`config.mk`:
```
export PLATFORM = sky130hd
export DESIGN_NAME = countdown_timer
export DESIGN_NICKNAME = d
export VERILOG_FILES = /design/src/rtl/countdown_timer.sv
export SDC_FILE = /design/constraint.sdc
export NUM_CORES = 1
export LEC_CHECK = 0
export CELL_PAD_IN_SITES_DETAIL_PLACEMENT = 0
export CELL_PAD_IN_SITES_GLOBAL_PLACEMENT = 2
export CORE_MARGIN = 2
export CORE_UTILIZATION = 30
export CTS_BUF_LIST = sky130_fd_sc_hd__clkbuf_16
export DETAILED_ROUTE_END_ITERATION = 8
export GPL_ROUTABILITY_DRIVEN = 0
export PLACE_DENSITY_LB_ADDON = 0.1
export RECOVER_POWER = 100
export SKIP_LAST_GASP = 1
export SLEW_MARGIN = 20
export SYNTH_ARGS = -nofsm -noshare
export SYNTH_HDL_FRONTEND = slang
export SYNTH_SLANG_ARGS = --single-unit
```
`constraint.sdc`:
```
create_clock -name clock -period 4.1 [get_ports clock]
set_input_delay 0.615 -clock clock [delete_from_list [all_inputs] [get_ports clock]]
set_output_delay 0.615 -clock clock [all_outputs]
set_load 0.02 [all_outputs]
```
`src/rtl/countdown_timer.sv`:
```
// Loadable down-counter with IDLE/RUN/DONE sequencing and a one-cycle expired pulse.
// Define COUNTDOWN_TIMER_AUTO_RELOAD_EN to reload and keep running on terminal count.
module countdown_timer #(
    parameter int WIDTH = 8
) (
    input  logic             clock,
    input  logic             reset_n,
    input  logic             clear,
    input  logic             load,
    input  logic [WIDTH-1:0] load_value,
    input  logic             count,
    output logic [WIDTH-1:0] Q,
    output logic             zero,
    output logic             expired,
    output logic             busy
);

    typedef enum logic [1:0] {
        IDLE = 2'd0,
        RUN  = 2'd1,
        DONE = 2'd2
    } state_t;

    state_t           state_reg;
    logic [WIDTH-1:0] q_reg;
    logic             expired_reg;
    logic             busy_reg;
`ifdef COUNTDOWN_TIMER_AUTO_RELOAD_EN
    // The reload register is only observable when terminal count reloads from it.
    logic [WIDTH-1:0] reload_reg;
`endif

    always_ff @(posedge clock or negedge reset_n) begin
        if (!reset_n) begin
            state_reg   <= IDLE;
            q_reg       <= '0;
            expired_reg <= 1'b0;
            busy_reg    <= 1'b0;
`ifdef COUNTDOWN_TIMER_AUTO_RELOAD_EN
            reload_reg  <= '0;
`endif
        end else if (clear) begin
            state_reg   <= IDLE;
            q_reg       <= '0;
            expired_reg <= 1'b0;
            busy_reg    <= 1'b0;
`ifdef COUNTDOWN_TIMER_AUTO_RELOAD_EN
            reload_reg  <= '0;
`endif
        end else if (load) begin
            expired_reg <= 1'b0;
            q_reg       <= load_value;
            if (load_value != '0) begin
                state_reg  <= RUN;
                busy_reg   <= 1'b1;
`ifdef COUNTDOWN_TIMER_AUTO_RELOAD_EN
                reload_reg <= load_value;
`endif
            end else begin
                state_reg <= IDLE;
                busy_reg  <= 1'b0;
            end
        end else begin
            expired_reg <= 1'b0;
            case (state_reg)
                RUN: begin
                    if (count) begin
                        if (q_reg == WIDTH'(1)) begin
                            expired_reg <= 1'b1;
`ifdef COUNTDOWN_TIMER_AUTO_RELOAD_EN
                            q_reg       <= reload_reg;
`else
                            q_reg       <= '0;
                            state_reg   <= DONE;
                            busy_reg    <= 1'b0;
`endif
                        end else if (q_reg > WIDTH'(1)) begin
                            q_reg <= q_reg - WIDTH'(1);
                        end
                    end
                end
                // IDLE and DONE ignore count and hold Q at zero.
                default: begin
                    q_reg    <= '0;
                    busy_reg <= 1'b0;
                end
            endcase
        end
    end

    assign Q       = q_reg;
    assign zero    = (q_reg == '0);
    assign expired = expired_reg;
    assign busy    = busy_reg;

endmodule

```
# After elaboration in Yosys (flattened, before gate mapping)
# Index checks and enable logic that the tools add are counted.
classes:
  addsub: 1
  order_cmp: 1
  n_eq_ne: 5
  mux: 23
  reduce_logical: 8
op_table:
  columns: ["cell", "n"]
  rows:
  - ["$mux W8", 6]
  - ["$mux W1", 12]
  - ["$mux W2", 5]
  - ["$reduce_bool A3 Y1", 3]
  - ["$eq A8 B1 Y1 const B", 1]
  - ["$gt A8 B1 Y1 const B", 1]
  - ["$logic_not A8 Y1", 1]
  - ["$ne A4 B4 Y1 const B", 2]
  - ["$reduce_bool A8 Y1", 1]
  - ["$sub A8 B1 Y8 const B", 1]
  - ["$ne A5 B5 Y1 const B", 1]
  - ["$reduce_and A2 Y1", 2]
  - ["$reduce_and A3 Y1", 1]
  - ["$eq A2 B1 Y1 const B", 1]
totals:
  ff_bits: 12
  inputBits: 13
  output_inout_bits: 11

# Depth between registers and ports, before layout
# Gate-level depths: netlist of the first run.
logic_depth:
  ltp_word: 7
  mapped_depth: 7
  ltp_nobuf: 6

# Worst setup path before layout of the first run
# OpenSTA, ideal clock, no wires.
synth_timing:
  path_type: "register -> register"
  from: "register q_reg[0] (netlist: Q[0])"
  to: "register q_reg[3] (netlist: Q[3])"
  setup_time_ns: 0.126
  arrival_ns: 1.758
  t_required_ns: 3.974
  path_slack_ns: 2.216
  stages_incl_launch_ff: 7
  path_buffers: 1
  period_less_slack_ns: 1.884
  cell_sequence: "dfrtp_1 inv_1 ha_1 a41o_2 and2_1 buf_2 a221o_1"
synth_via:
  elab_chain_cells: 7
synth_lines:
  columns: ["element", "line_no", "text"]
  rows:
  - ["start, declared", "25", "logic [WIDTH-1:0] q_reg;"]
  - ["start signal, assigned", "52", "q_reg <= load_value;"]
  - ["start signal, assigned", "78", "q_reg <= q_reg - WIDTH'(1);"]
  - ["$sub A8 B1 Y8", "78", null]
  - ["$mux W8", "77", "end else if (q_reg > WIDTH'(1)) begin"]
  - ["$mux W8", "68", "if (q_reg == WIDTH'(1)) begin"]
  - ["$mux W8", "67", "if (count) begin"]
  - ["$mux W8", "65", "case (state_reg)"]
  - ["$mux W8", "50", "end else if (load) begin"]
  - ["$mux W8", "42", "end else if (clear) begin"]
# Several ways; a longest one is shown, not always the timed one. The select of a mux whose other input is x is not followed.
# A chain may end at the register's enable or synchronous reset.

# Final worst setup path of the first run
layout_timing:
  from: "register q_reg[4] (netlist: Q[4])"
  to: "output zero"
layout_via:
  elab_chain_cells: 1
layout_lines:
  columns: ["element", "line_no", "text"]
  rows:
  - ["$logic_not A8 Y1", "92", "assign zero = (q_reg == '0);"]
  - ["end, declared", "13", "output logic zero,"]
# No other way between the ends.

==> flow_metrics.tcl, run 1 <==
set metrics [dict create \
    drc 0 \
    fill_cells 279 \
    finalCriticalPeriod_ns 3.05 \
    setup_tns_ns 0 \
    synth_top_family_by_area "compound AO/OA/AOI/OAI gates" \
    cts.path.max_buffers 2 \
    p_int_mw 0.299 \
    status "finished, final reports clean" \
    grt.total_usage 0.155 \
    core.rowCount 19 \
    cts_tree "built" \
    seqCellArea_um2 300 \
    drive_above_1_share 0.0680 \
    multiInputGateArea_um2 453 \
    grt_pass1_vias 758 \
    powerDensity_nw_per_um2 369 \
    worstPathArrival_ns 2.43 \
    setup_viol 0 \
    peakVddDrop_v 0.000272 \
    cts_sinks 12 \
    switchingPower_mw 0.114 \
    antenna_cells 0 \
    io_pins 24 \
    yosys-top-cells-count "dfrtp_1, a22o_1, a32o_1, inv_1, nor4_1" \
    cts-root-buf "clkbuf_16" \
    seqPwrFrac 0.326 \
    netlist_area_um2 832 \
    synth_adder_area_share 0.0451 \
    p_comb_frac 0.248 \
    cts_resized 0 \
    worstSetupPathType "register to primary output" \
    ys_seq_elements 12 \
    power_mw 0.413 \
    p_clk_frac 0.425 \
    die_h_um 56.7 \
    swShare 0.277 \
    tightestPinTransition_ns 1.07 \
    vias 788 \
    rsz0062_at_grt "no" \
    syn_inst 81 \
    fp.dieW_um 56.7 \
    ctsHoldBuffers 0 \
    port_buffers 23 \
    cap_violations 0 \
    die_area_um2 3210 \
    endpoint_kind "primary output" \
    synth_area_leaders "dfrtp_1, a22o_1, a32o_1" \
    ant_nets 0 \
    routed_via_density 5.88 \
    slew_headroom 0.282 \
    first_pass_iters 4 \
    p_leak_nw 0.481 \
    critical_path.startpoint_type "register" \
    ys_types 39 \
    hold_viol_final 0 \
    drv_slew 0 \
    synth.most_common_cell "dfrtp_1" \
    synthArstFlopShare 1.00 \
    fin_crit_sh 0.743 \
    synth_warnings 0 \
    synth_top_area_frac 0.361 \
    first_iter_violations 36 \
    clk-insertion-delay-late_ns 0.24 \
    path_clk_slew_ns 0.04 \
    avgRoutedWirePerCell_um 16.8 \
    clock_skew_ns 0.000757 \
    grt_max_degree 13 \
    overflow 0 \
    path_max_fanout 7 \
    syn2layout_area_growth_pct 34.6 \
    initial_core_util 0.310 \
    worstPathRequired_ns 3.48 \
    num-nets-final 121 \
    coreArea_um2 2690 \
    grt_antenna_before_repair 0 \
    yosysSeqAreaShare 0.361 \
    yosysTopAreaCell "dfrtp_1" \
    cts_setup_buffers 0 \
    synth_edf_count 0 \
    grt_pass1_wl_um 3820 \
    h-tree-depth 1 \
    synth_mux_area_frac 0.0241 \
    synth_nets 97 \
    hold_path_class "register to register" \
    synth_compound_area_frac 0.277 \
    synth-main-ff-cell "dfrtp_1" \
    synthSimpleGateAreaFrac 0.229 \
    wl_um 2250 \
    cts_buffers 3 \
    finalNonFillerCells 134 \
    largest_reg_flops 8 \
    synthXorXnorAreaFrac 0 \
    syn_avg_cell_area_um2 10.3 \
    dp_hpwl_um 1680 \
    fmax_mhz 328 \
    placed_cells 131 \
]
==> final timing paths <==
kind,cells past startpoint,start,slack (ns),end
max,3,Q[4],1.05,zero
min in group asynchronous,1,reset_n,0.82,busy
min reg2reg,1,busy,0.51,busy
max in group asynchronous,1,reset_n,2.90,Q[2]
max reg2reg,4,Q[4],1.47,Q[3]
min,1,busy,0.51,busy
==> power by group through the flow <==
stage | logic, mW | registers (mW) | clock network [mW]
after floorplan | 0.0585 | 0.144 | 0
after global placement | 0.111 | 0.138 | 0
after detailed placement | 0.109 | 0.138 | 0
after CTS | 0.110 | 0.136 | 0.180
after global routing | 0.111 | 0.136 | 0.184
final | 0.103 | 0.135 | 0.176
==> layer usage <==
layer / part of all wire / track usage / wire [um] / vias up
li1: - / - / - / 371
met1: 0.46 / 0.223 / 1030 / 386
met3: 0.069 / 0.0461 / 156 / 2
met5: 0 / 0 / 0 / -
met4: 0.0067 / 0.0408 / 15 / 0
met2: 0.47 / 0.226 / 1050 / 29
==> cell usage in the layout (no fill, tap or decap), types with 2 or more instances in the layout <==
cell type,instances
a22o_1,7
a22oi_1,2
a31oi_1,2
a32o_1,6
and3_1,3
clkbuf_16,3
clkdlybuf4s50_1,10
dfrtp_1,12
dlygate4sd3_1,13
ha_1,3
inv_1,6
mux2i_1,2
nand3_1,2
nor2_1,3
nor3_1,3
nor4_1,5
==> layout make-up <==
type,instances,area share
Tap cell,31,0.0346
Sequential cell,12,0.268
Multi-Input combinational cell,59,0.404
Clock buffer,3,0.0670
Inverter,6,0.0201
Timing Repair Buffer,23,0.206
==> metrics by stage <==
stage	hold WS, ns	worst slack [ns]	area, um^2	util
4_1_cts	0.517	1.50	1140	0.426
6_report	0.512	1.05	1120	0.417
2_1_floorplan	0.319	2.22	832	-
5_1_grt	0.515	1.00	1120	0.417
3_3_place_gp	0.500	1.48	1070	0.398
3_5_place_dp	0.506	1.44	1070	0.398
==> worst max-delay path: stages (launching register included) <==
cell and delay (ns):
dfrtp_1 0.44, nor4_1 0.81, and3_1 0.26, dlygate4sd3_1 0.68
==> cell families (layout without fill, tap and decap cells) <==
kind of cell / Yosys count / after routing
buffers and inverters: 10 / 32
and+or+nand+nor: 28 / 28
AOI/OAI and AO/OA: 26 / 26
muxes: 2 / 2
DFF: 12 / 12
adders and majority gates: 3 / 3
Note: power is estimated with default switching activity, not from simulation.
==> run 2, diff against run 1 <==
--- a/config.mk
+++ b/config.mk
@@ -8,7 +8,7 @@
 export CELL_PAD_IN_SITES_DETAIL_PLACEMENT = 0
 export CELL_PAD_IN_SITES_GLOBAL_PLACEMENT = 2
 export CORE_MARGIN = 2
-export CORE_UTILIZATION = 30
+export CORE_UTILIZATION = 25
 export CTS_BUF_LIST = sky130_fd_sc_hd__clkbuf_16
 export DETAILED_ROUTE_END_ITERATION = 8
 export GPL_ROUTABILITY_DRIVEN = 0
==> constraint.sdc (replaced) <==
create_clock -name clock -period 2.6 [get_ports clock]
set_input_delay 0.39 -clock clock [delete_from_list [all_inputs] [get_ports clock]]
set_output_delay 0.39 -clock clock [all_outputs]
set_load 0.02 [all_outputs]
==> flow_metrics.tcl, run 2 (synthesis results as in run 1) <==
set metrics [dict create \
    p_leak_nw 0.497 \
    ant_nets 0 \
    largest_reg_flops 8 \
    ff2ff_setup_slack_ns 0.40 \
    drive_above_1_share 0.0935 \
    vias 769 \
    path_clk_slew_ns 0.05 \
    worstSetupPathType "input port to register" \
    rsz0062_at_grt "no" \
    fp.dieW_um 61.7 \
    setup_tns_ns 0 \
    drc 0 \
    worstPathRequired_ns 2.77 \
    hold_path_depth 1 \
    grt.total_usage 0.145 \
    antenna_cells 0 \
    die_h_um 61.7 \
    fmax_mhz 423 \
    worstPathArrival_ns 2.54 \
    die_area_um2 3810 \
    overflow 0 \
    r2r_cells 5 \
    crit_path_start "load" \
    grt_antenna_before_repair 0 \
    tightestPinTransition_ns 1.08 \
    cts_tree "built" \
    powerDensity_nw_per_um2 572 \
    first_iter_violations 16 \
    hold_viol_final 0 \
    num-nets-final 124 \
    port_buffers 23 \
    avgRoutedWirePerCell_um 16.0 \
    syn2layout_area_growth_pct 41.1 \
    rr_endpoint "Q[3]" \
    finalCriticalPeriod_ns 2.37 \
    cts.path.max_buffers 2 \
    critical_path.startpoint_type "input port" \
    ctsHoldBuffers 0 \
    h-tree-depth 1 \
    clock_skew_ns 0.00219 \
    coreArea_um2 3100 \
    peakVddDrop_v 0.000172 \
    fin_crit_sh 0.910 \
    dpl_worst_slack_ns 0.376 \
    clk-insertion-delay-late_ns 0.24 \
    worst_hold_path.endpoint "busy" \
    endpoint_kind "register" \
    status "finished, final reports clean" \
    drv_slew 0 \
    slew_headroom 0.276 \
    grt_pass1_vias 751 \
    cts_resized 0 \
    final_common_cell "dlygate4sd3_1" \
    first_pass_iters 4 \
    hold_path_class "register to register" \
    grt_pass1_wl_um 3870 \
    layout_common_cells "dlygate4sd3_1, dfrtp_1, clkdlybuf4s50_1, a22o_1" \
    dp_hpwl_um 1850 \
    grt_max_degree 13 \
    cts_sinks 12 \
    setup_viol 0 \
    path_max_fanout 12 \
    core.rowCount 20 \
    cts_buffers 3 \
    min_from "busy" \
    cts-root-buf "clkbuf_16" \
    cts_setup_buffers 0 \
    initial_core_util 0.268 \
    io_pins 24 \
    setup_ws_ns 0.235 \
    cap_violations 0 \
    wl_um 2420 \
    r2r-start "Q[4]" \
    routed_via_density 5.09 \
]
-- run 2: layout make-up --
cell class	instances	area [um^2]
clock buffers	3	75.1
clock inverters	1	3.75
fillers	334	1930
inverters	6	22.5
multi-input cells	59	468
flip-flops and latches	12	300
well taps	44	55.1
repair buffers	26	249
-- run 2: layer usage --
metal	vias to the layer above	global-route usage	wire length (um)	part of all wire
met5	-	0	0	0
met4	0	0.0638	15	0.0062
met3	2	0.0290	119	0.049
met2	20	0.214	1090	0.45
met1	374	0.205	1190	0.49
li1	373	-	-	-
-- run 2: how the worst max path moves through the flow --
stage                     endpoint  slack, ns
after detailed placement      Q[4]       0.38
final                         Q[4]       0.23
after global routing          Q[4]       0.16
after global placement        Q[4]       0.39
after floorplan               Q[3]       0.72
after CTS                     zero       0.34
-- run 2: per-stage QoR --
stage / hold WS (ns) / cells / util / power (mW) / instance area [um^2]
after floorplan: 0.0944 / 81 / - / 0.320 / 832
after global routing: 0.539 / 151 / 0.378 / 0.709 / 1170
after detailed placement: 0.502 / 147 / 0.357 / 0.400 / 1110
final: 0.506 / 151 / 0.378 / 0.671 / 1170
after CTS: 0.513 / 151 / 0.383 / 0.691 / 1190
after global placement: 0.496 / 147 / 0.357 / 0.403 / 1110
-- run 2: power breakdown --
part	switching [mW]	internal (mW)
Clock	0.0826	0.203
Combinational	0.0906	0.0806
Sequential	0.0164	0.198
-- run 2: worst max-delay path: stages --
cell,delay (ns)
clkdlybuf4s50_1,0.42
or3b_1,0.47
a31oi_1,0.83
a32o_1,0.30
a22o_1,0.13
